### src/rtl/bp2wb_pkg.sv
// Shared types and helpers for the Wishbone <-> BlackParrot memory bridges:
// config selection, CCE memory message layout, bridge FSM states and sel decoding.
package bp2wb_pkg;

    typedef enum logic [1:0] {
        e_bp_single_core_cfg,
        e_bp_dual_core_cfg
    } bp_params_e;

    localparam int unsigned paddr_width_gp     = 40;
    localparam int unsigned cce_block_width_gp = 512;
    localparam int unsigned lce_id_width_gp    = 8;

    typedef enum logic [3:0] {
        e_cce_mem_rd    = 4'b0000,
        e_cce_mem_wr    = 4'b0001,
        e_cce_mem_uc_rd = 4'b0010,
        e_cce_mem_uc_wr = 4'b0011
    } bp_cce_mem_cmd_type_e;

    typedef enum logic [2:0] {
        e_mem_size_1  = 3'b000,
        e_mem_size_2  = 3'b001,
        e_mem_size_4  = 3'b010,
        e_mem_size_8  = 3'b011,
        e_mem_size_16 = 3'b100,
        e_mem_size_32 = 3'b101,
        e_mem_size_64 = 3'b110
    } bp_mem_size_e;

    typedef struct packed {
        logic [lce_id_width_gp-1:0] lce_id;
    } bp_cce_mem_payload_s;

    typedef struct packed {
        logic [cce_block_width_gp-1:0] data;
        bp_cce_mem_payload_s           payload;
        bp_mem_size_e                  size;
        logic [paddr_width_gp-1:0]     addr;
        bp_cce_mem_cmd_type_e          msg_type;
    } bp_cce_mem_msg_s;

    typedef enum logic [1:0] {
        StIdle,
        StSend,
        StWait,
        StDone
    } bp2wb_state_e;

    // Both supported configs share one physical address width.
    function automatic int unsigned bp_paddr_width(bp_params_e cfg);
        case (cfg)
            e_bp_dual_core_cfg: return paddr_width_gp;
            default:            return paddr_width_gp;
        endcase
    endfunction

    // Byte count of a legal lane select, 0 when the pattern is not a naturally aligned access.
    function automatic int unsigned sel_bytes(logic [7:0] sel);
        case (sel)
            8'h01, 8'h02, 8'h04, 8'h08, 8'h10, 8'h20, 8'h40, 8'h80: return 1;
            8'h03, 8'h0C, 8'h30, 8'hC0:                             return 2;
            8'h0F, 8'hF0:                                           return 4;
            8'hFF:                                                  return 8;
            default:                                                return 0;
        endcase
    endfunction

    function automatic logic sel_legal(logic [7:0] sel);
        return sel_bytes(sel) != 0;
    endfunction

    function automatic bp_mem_size_e size_enc(int unsigned bytes);
        case (bytes)
            1:       return e_mem_size_1;
            2:       return e_mem_size_2;
            4:       return e_mem_size_4;
            default: return e_mem_size_8;
        endcase
    endfunction

endpackage

### src/rtl/wb_sel_decode.sv
// Combinational Wishbone byte-select decode: legality, lowest-lane byte offset and BP size.
module wb_sel_decode
    import bp2wb_pkg::*;
(
    input  logic [7:0]   sel_i,
    output logic         legal_o,
    output logic [2:0]   offset_o,
    output bp_mem_size_e size_o
);

    always_comb begin
        legal_o  = sel_legal(sel_i);
        size_o   = size_enc(sel_bytes(sel_i));
        offset_o = 3'd0;
        for (int i = 7; i >= 0; i--) begin
            if (sel_i[i]) offset_o = 3'(i);
        end
    end

endmodule

### src/rtl/wb2bp_convertor.sv
// Wishbone classic slave that turns each access into one uncached BP CCE memory command,
// waits for its response (bounded by a timeout) and terminates the Wishbone cycle.
module wb2bp_convertor
    import bp2wb_pkg::*;
#(
    parameter bp_params_e   bp_params_p          = e_bp_single_core_cfg,
    parameter int unsigned  timeout_cycles_p     = 1024,
    parameter int unsigned  lce_id_p             = 0,
    localparam int unsigned paddr_width_p        = bp_paddr_width(bp_params_p),
    localparam int unsigned cce_mem_msg_width_lp = $bits(bp_cce_mem_msg_s)
) (
    input  logic                            clk_i,
    input  logic                            reset_n_i,
    input  logic [paddr_width_p-4:0]        adr_i,
    input  logic [63:0]                     dat_i,
    output logic [63:0]                     dat_o,
    input  logic [7:0]                      sel_i,
    input  logic                            we_i,
    input  logic                            cyc_i,
    input  logic                            stb_i,
    output logic                            ack_o,
    output logic                            err_o,
    output logic [cce_mem_msg_width_lp-1:0] mem_cmd_o,
    output logic                            mem_cmd_v_o,
    input  logic                            mem_cmd_ready_i,
    input  logic [cce_mem_msg_width_lp-1:0] mem_resp_i,
    input  logic                            mem_resp_v_i,
    output logic                            mem_resp_yumi_o
);

    localparam int unsigned CntW    = $clog2(timeout_cycles_p + 1);
    localparam int unsigned DataLsb = cce_mem_msg_width_lp - cce_block_width_gp;

    bp2wb_state_e    state_q, state_d;
    bp_cce_mem_msg_s cmd_q, cmd_d;
    logic [7:0]      sel_q, sel_d;
    logic [2:0]      offset_q, offset_d;
    logic            err_q, err_d;
    logic            abort_q, abort_d;
    logic [CntW-1:0] cnt_q, cnt_d;
    logic [63:0]     dat_q, dat_d;
    logic [63:0]     lane_mask;
    logic            timeout_hit;
    logic            dec_legal;
    logic [2:0]      dec_offset;
    bp_mem_size_e    dec_size;
    logic            unused_resp;

    wb_sel_decode u_sel_decode (
        .sel_i    (sel_i),
        .legal_o  (dec_legal),
        .offset_o (dec_offset),
        .size_o   (dec_size)
    );

    // Only the low dword of the response block carries data for these accesses.
    assign unused_resp = ^mem_resp_i;
    assign mem_cmd_o   = cmd_q;
    assign dat_o       = dat_q;
    assign timeout_hit = (cnt_q == CntW'(timeout_cycles_p - 1));

    always_comb begin
        lane_mask = '0;
        for (int i = 0; i < 8; i++) begin
            lane_mask[8*i +: 8] = {8{sel_q[i]}};
        end
    end

    always_comb begin
        state_d         = state_q;
        cmd_d           = cmd_q;
        sel_d           = sel_q;
        offset_d        = offset_q;
        err_d           = err_q;
        abort_d         = abort_q;
        cnt_d           = cnt_q;
        dat_d           = dat_q;
        mem_cmd_v_o     = 1'b0;
        mem_resp_yumi_o = 1'b0;
        ack_o           = 1'b0;
        err_o           = 1'b0;

        unique case (state_q)
            StIdle: begin
                if (cyc_i && stb_i) begin
                    cmd_d                = '0;
                    cmd_d.msg_type       = we_i ? e_cce_mem_uc_wr : e_cce_mem_uc_rd;
                    cmd_d.addr           = {adr_i, dec_offset};
                    cmd_d.size           = dec_size;
                    cmd_d.payload.lce_id = lce_id_width_gp'(lce_id_p);
                    cmd_d.data           = cce_block_width_gp'(dat_i >> {dec_offset, 3'b000});
                    sel_d                = sel_i;
                    offset_d             = dec_offset;
                    err_d                = ~dec_legal;
                    abort_d              = 1'b0;
                    cnt_d                = '0;
                    state_d              = dec_legal ? StSend : StDone;
                end
            end
            StSend: begin
                if (!cyc_i) abort_d = 1'b1;
                // Withdraw the command in the timeout cycle so it cannot be accepted late.
                if (timeout_hit) begin
                    err_d   = 1'b1;
                    state_d = StDone;
                end else begin
                    mem_cmd_v_o = 1'b1;
                    cnt_d       = cnt_q + 1'b1;
                    if (mem_cmd_ready_i) state_d = StWait;
                end
            end
            StWait: begin
                if (!cyc_i) abort_d = 1'b1;
                mem_resp_yumi_o = mem_resp_v_i;
                if (mem_resp_v_i) begin
                    dat_d   = (mem_resp_i[DataLsb +: 64] << {offset_q, 3'b000}) & lane_mask;
                    state_d = StDone;
                end else if (timeout_hit) begin
                    err_d   = 1'b1;
                    state_d = StDone;
                end else begin
                    cnt_d = cnt_q + 1'b1;
                end
            end
            StDone: begin
                ack_o   = ~err_q & ~abort_q;
                err_o   = err_q & ~abort_q;
                state_d = StIdle;
            end
            default: state_d = StIdle;
        endcase
    end

    always_ff @(posedge clk_i or negedge reset_n_i) begin
        if (!reset_n_i) begin
            state_q  <= StIdle;
            cmd_q    <= '0;
            sel_q    <= '0;
            offset_q <= '0;
            err_q    <= 1'b0;
            abort_q  <= 1'b0;
            cnt_q    <= '0;
            dat_q    <= '0;
        end else begin
            state_q  <= state_d;
            cmd_q    <= cmd_d;
            sel_q    <= sel_d;
            offset_q <= offset_d;
            err_q    <= err_d;
            abort_q  <= abort_d;
            cnt_q    <= cnt_d;
            dat_q    <= dat_d;
        end
    end

endmodule

### config.mk
export PLATFORM = sky130hd
export DESIGN_NAME = wb2bp_convertor
export DESIGN_NICKNAME = d
export VERILOG_FILES = /design/src/rtl/bp2wb_pkg.sv /design/src/rtl/wb_sel_decode.sv /design/src/rtl/wb2bp_convertor.sv
export SDC_FILE = /design/constraint.sdc
export NUM_CORES = 1
export LEC_CHECK = 0
export CORE_AREA = 4 4 505 507
export CTS_BUF_LIST = sky130_fd_sc_hd__clkbuf_2
export DETAILED_ROUTE_END_ITERATION = 10
export DIE_AREA = 0 0 509 511
export PLACE_DENSITY_LB_ADDON = 0.3
export SLEW_MARGIN = 10
export SYNTH_ARGS = -nofsm -noshare
export SYNTH_HDL_FRONTEND = slang
export SYNTH_SLANG_ARGS = --single-unit
export TNS_END_PERCENT = 10
### constraint.sdc
create_clock -name clk_i -period 2.24 [get_ports clk_i]
set_input_delay 0.448 -clock clk_i [delete_from_list [all_inputs] [get_ports clk_i]]
set_output_delay 0.448 -clock clk_i [all_outputs]
set_load 0.02 [all_outputs]
Word-level counts from Yosys, hierarchy flattened. Cells that the tools add are included.

ROM bits: 0. Word-level logic and storage cells: 95. Bits in registers: 649. Bits in writable memories: 0. Memories kept: 0. Output and inout port bits: 635. Latch bits: 0.

Shift-type cells: 2. Multiply operators: 0. Muxes and demuxes: 34. Reduce and logical (&&, ||, !) cells: 14. Add/sub/neg operators: 1. Equal/unequal tests: 27. Divide/modulo/power cells: 0. Bitwise operators: 6. Order comparisons: 0.

Operators with widths (count): right shift 64 x 6 -> 512 bit (1); AND 64 bit (1); left shift 64 x 6 -> 64 bit (1); two-way mux 11 bit (3); one-hot mux 11 bit (3 select lines) (1); equality test 8 bit, second input constant (4); nonzero test 32 bit (1); equality test 8 x 4 -> 1 bit, second input constant (3); two-way mux 3 bit (8); equality test 8 x 2 -> 1 bit, second input constant (2); equality test 8 x 6 -> 1 bit, second input constant (2); one-hot mux 4 bit (4 select lines) (1); two-way mux 2 bit (6); adder 11 x 1 -> 11 bit, second input constant (1); equality test 11 x 10 -> 1 bit, second input constant (1); two-way mux 1 bit (11); AND reduction 3 bit (3); equality test 8 x 1 -> 1 bit, second input constant (1); equality test 8 x 3 -> 1 bit, second input constant (1); equality test 8 x 5 -> 1 bit, second input constant (1); equality test 8 x 7 -> 1 bit, second input constant (1); one-hot mux 2 bit (4 select lines) (1); OR reduction 8 bit (1); inequality test 2 bit, second input constant (3); other kinds (18) (25).

Logic depth before layout (Yosys ltp).
Depth in word-level cells: 9. Mapped depth: 10.

By module. From an unflattened synthesis, not the netlist that was laid out.

Cell total of the unflattened synthesis: 1425. Area, all modules: 14018.4 sq um.

By module, submodules not included: wb2bp_convertor (instances 1, area each 13756.9 sq um, cells each 1381); wb_sel_decode (instances 1, area each 261.5 sq um, cells each 44).

Worst setup path after synthesis. Ideal clock, no wire load.

Kind: in2reg. Start point: input sel_i[6]. End point: register cmd_q (netlist bit mem_cmd_o[62]). Setup slack: 0.079 ns. Setup time: 0.126 ns. Arrival: 2.035 ns. Cell stages on the path: 8. Cells stage by stage: buf_2 nor2b_1 o21ai_1 o31ai_4 buf_6 mux2i_1 o22ai_1 a221o_1.

Cells in the longest elaborated chain, start to end: 8.

RTL lines: start, declared (RTL line wb2bp_convertor.sv:17) `input logic [7:0] sel_i,`; two-way mux 3 bit (7 in series) (RTL line wb_sel_decode.sv:16) `if (sel_i[i]) offset_o = 3'(i);`; right shift 64 x 6 -> 512 bit (RTL line wb2bp_convertor.sv:91) `cmd_d.data = cce_block_width_gp'(dat_i >> {dec_offset, 3'b000});`; end signal, assigned (RTL line wb2bp_convertor.sv:146) `cmd_q <= cmd_d;`; end, declared (RTL line wb2bp_convertor.sv:35) `bp_cce_mem_msg_s cmd_q, cmd_d;`.

Every way passes these cells. A chain may end at the register's enable or synchronous reset.

Final worst setup path.
Start point: register cnt_q[1]. End point: output mem_cmd_v_o.

Cells in the longest elaborated chain, start to end: 3.

RTL lines: start, declared (RTL line wb2bp_convertor.sv:40) `logic [CntW-1:0] cnt_q, cnt_d;`; start signal, assigned (RTL line wb2bp_convertor.sv:151) `cnt_q <= cnt_d;`; equality test 11 x 10 -> 1 bit (RTL line wb2bp_convertor.sv:60) `assign timeout_hit = (cnt_q == CntW'(timeout_cycles_p - 1));`; two-way mux 1 bit (RTL line wb2bp_convertor.sv:103) `if (timeout_hit) begin`; two-way mux 1 bit (RTL line wb2bp_convertor.sv:83) `unique case (state_q)`; end, declared (RTL line wb2bp_convertor.sv:24) `output logic mem_cmd_v_o,`.

Every way passes these cells.

==> metrics.txt <==
Final Cycle Share=134%; core area=0.250 sq mm; Die H=511 um; layout cells sized above 1=23.2%; area grow syn2layout=70.5%; Final Net Count=3007; Total Routed Length=89.3 mm; Bufs on Longest Clock Path=2; Clock Tree Root=clkbuf_2; pre-CTS WS=-0.735 ns; WHS=0.273 ns; Routability Congestion=0.782; gr ovfl total=0; CTS tree=done; failing checks=setup timing; Pwr per Cell Area=931 mW/mm^2; Post-synth EDFFs=0; CP required=1.79 ns; Yosys cell types=66; Routed WL per cell=15.7 um; measured slew at the worst slew-check pin=0.854 ns; Worst slew margin=43.0%; crit path capture type=primary output; Seq cells post-synth=195; Max Clk Rate=333 MHz; outcome=complete, but fails checks; kind of critical path=flip-flop to primary output; post-layout minimum cycle time=3.01 ns; Startpoint Class=flip-flop; Vias=13447; worst vdd ir=0.000371 V; ys async rst share=100%; Pre-Repair DR Iteration Count=5; Syn Area/Cell=8.78 sq um; I/O Buffers=355; GRT Overall Usage=6.61%; commonest non-fill, non-tap cells in the layout=conb_1 (459), nand2_1 (268), buf_4 (202), dfrtp_1 (185); Syn. warnings=0; leakage power=0.0100 uW; Residual DRC=0; Hold Crit Class=input pin to flip-flop; H-tree depth=4; crit-path max FO=3; hold violation count in the final report=0; first-pass GRT wire length=118 mm; Max Slew Vio Count=0; total power=22600 uW; largest net degree at the start of global routing=57; Post-Syn Area=0.0142 sq mm; Ports=1318; Num CTS Buffers=17; multi-input gate area in the final layout=0.00738 sq mm; setup slack after layout=-0.767 ns; DIE WIDTH=509 um; Synth Flop Type=dfrtp_1; initial antenna violation count=48; clk_skew=0.0883 ns; # rows=184; insertion delay to the later sink of the worst-skew pair=1.15 ns; Seq/Total Area, Yosys=34.3%; vias in the first global route=13248; vias per cell=2.36; FF/Latch Area=0.00489 sq mm; die area=0.260 sq mm; Fillers=29218; clk sinks=195; Syn Inst Count=1621; maxcap violations=0; antenna viol nets, final=0; RSZ-0062 raised after global routing=yes; Critical Path AT=2.56 ns; most common cell after layout, fill and taps aside=conb_1; Initial Util=5.68%; Clock transition at path regs=0.44 ns; # setup viols final=77; initial DRC count=816; dpl hpwl=74.2 mm
## critical path, stage by stage (launching register included)
cell     delay (ns)
dfrtp_1        0.49
ha_4           0.16
nand3_2        0.06
or3_4          0.37
nor2_4         0.14
nor2_2         0.05
buf_6          0.13
## per-stage QoR
| step | std cells | setup TNS [ns] | cell area [sq um] | util [%] |
|---|---|---|---|---|
| floorplan | 2079 | 0 | 16000 | - |
| global placement | 5437 | -40.34 | 21500 | 8.60 |
| detailed placement | 5437 | -39.52 | 21500 | 8.60 |
| CTS | 5665 | -64.61 | 23900 | 9.53 |
| global route | 5683 | -49.33 | 24300 | 9.69 |
| finish | 5687 | -6.34 | 24300 | 9.69 |
## repair_timing
| item | in CTS | in global routing |
|---|---|---|
| pin swaps | 2 | 6 |
| resized for setup | 720 | 167 |
| gates cloned | 2 | 1 |
| setup buffers | 18 | 14 |
| hold buffers | 176 | 0 |
| setup endpoints to repair | 197 | 226 |
| endpoints found under the hold margin | 352 | 0 |
## metal layers
metal	track usage, %	vias to the layer above	routed length [um]
li1	-	6056	-
met1	7.57	6548	34700
met2	12.2	725	46600
met3	1.59	116	6130
met4	1.48	2	1810
met5	0	-	7
## state kept, by name (all words and copies together) (netlist names)
register / count
dat_o: 64
err_q: 1
cnt_q: 11
mem_cmd_o: 108
state_q: 2
sel_q: 8
abort_q: 1
## Yosys cell counts, drive strengths merged, types with 16 or more instances
| cell | count | share of area [%] |
|---|---|---|
| a21oi | 51 | 1.8 |
| mux2i | 74 | 5.2 |
| a221o | 16 | 1.1 |
| o21ai | 98 | 3.4 |
| o22ai | 18 | 0.79 |
| o211ai | 21 | 1.1 |
| nand2 | 270 | 7.1 |
| buf | 503 | 26 |
| a22oi | 24 | 1.3 |
| clkbuf | 42 | 1.1 |
| mux2 | 54 | 4.3 |
| nand3 | 26 | 0.95 |
| a22o | 35 | 2.2 |
| dfrtp | 195 | 34 |
| nor2 | 68 | 1.9 |
## where the power goes
| part | total, uW | switching [uW] | internal (uW) |
|---|---|---|---|
| combinational | 14300 | 8200 | 6050 |
| clock | 2220 | 1820 | 406 |
| sequential | 6130 | 1180 | 4950 |
| total | 22600 | 11200 | 11400 |
## worst paths after layout
| kind | from | end | slack (ns) | cells past startpoint |
|---|---|---|---|---|
| worst max-delay path | cnt_q[1] | mem_cmd_v_o | -0.77 | 6 |
| worst min-delay path | dat_i[11] | mem_cmd_o[58] | 0.27 | 4 |
| worst max register to register | mem_cmd_o[5] | dat_o[61] | 0.03 | 9 |
| worst min register to register | mem_cmd_o[19] | mem_cmd_o[19] | 0.51 | 2 |
| max in group asynchronous | reset_n_i | mem_cmd_o[19] | 1.12 | 5 |
| min in group asynchronous | reset_n_i | mem_cmd_o[1] | 0.36 | 4 |
## cell families after synthesis
family | share of synthesized area [%]
buf+inv | 27.3
simple gates | 12.2
compound gates | 15.3
flops | 34.3
mux | 9.79
xor+xnor | 0.554
fa+ha+maj | 0.527
other cells | 0.0263
## final cells by class
cell class	count	area share, %
diodes	8	0.0825
clock inverters	15	0.783
repair buffers	765	30.8
multi-input cells	1331	30.4
flip-flops and latches	195	20.2
clock buffers	17	0.350
well taps	3348	17.3
inverters	8	0.124
No activity file was read; power rests on OpenSTA's default activity.
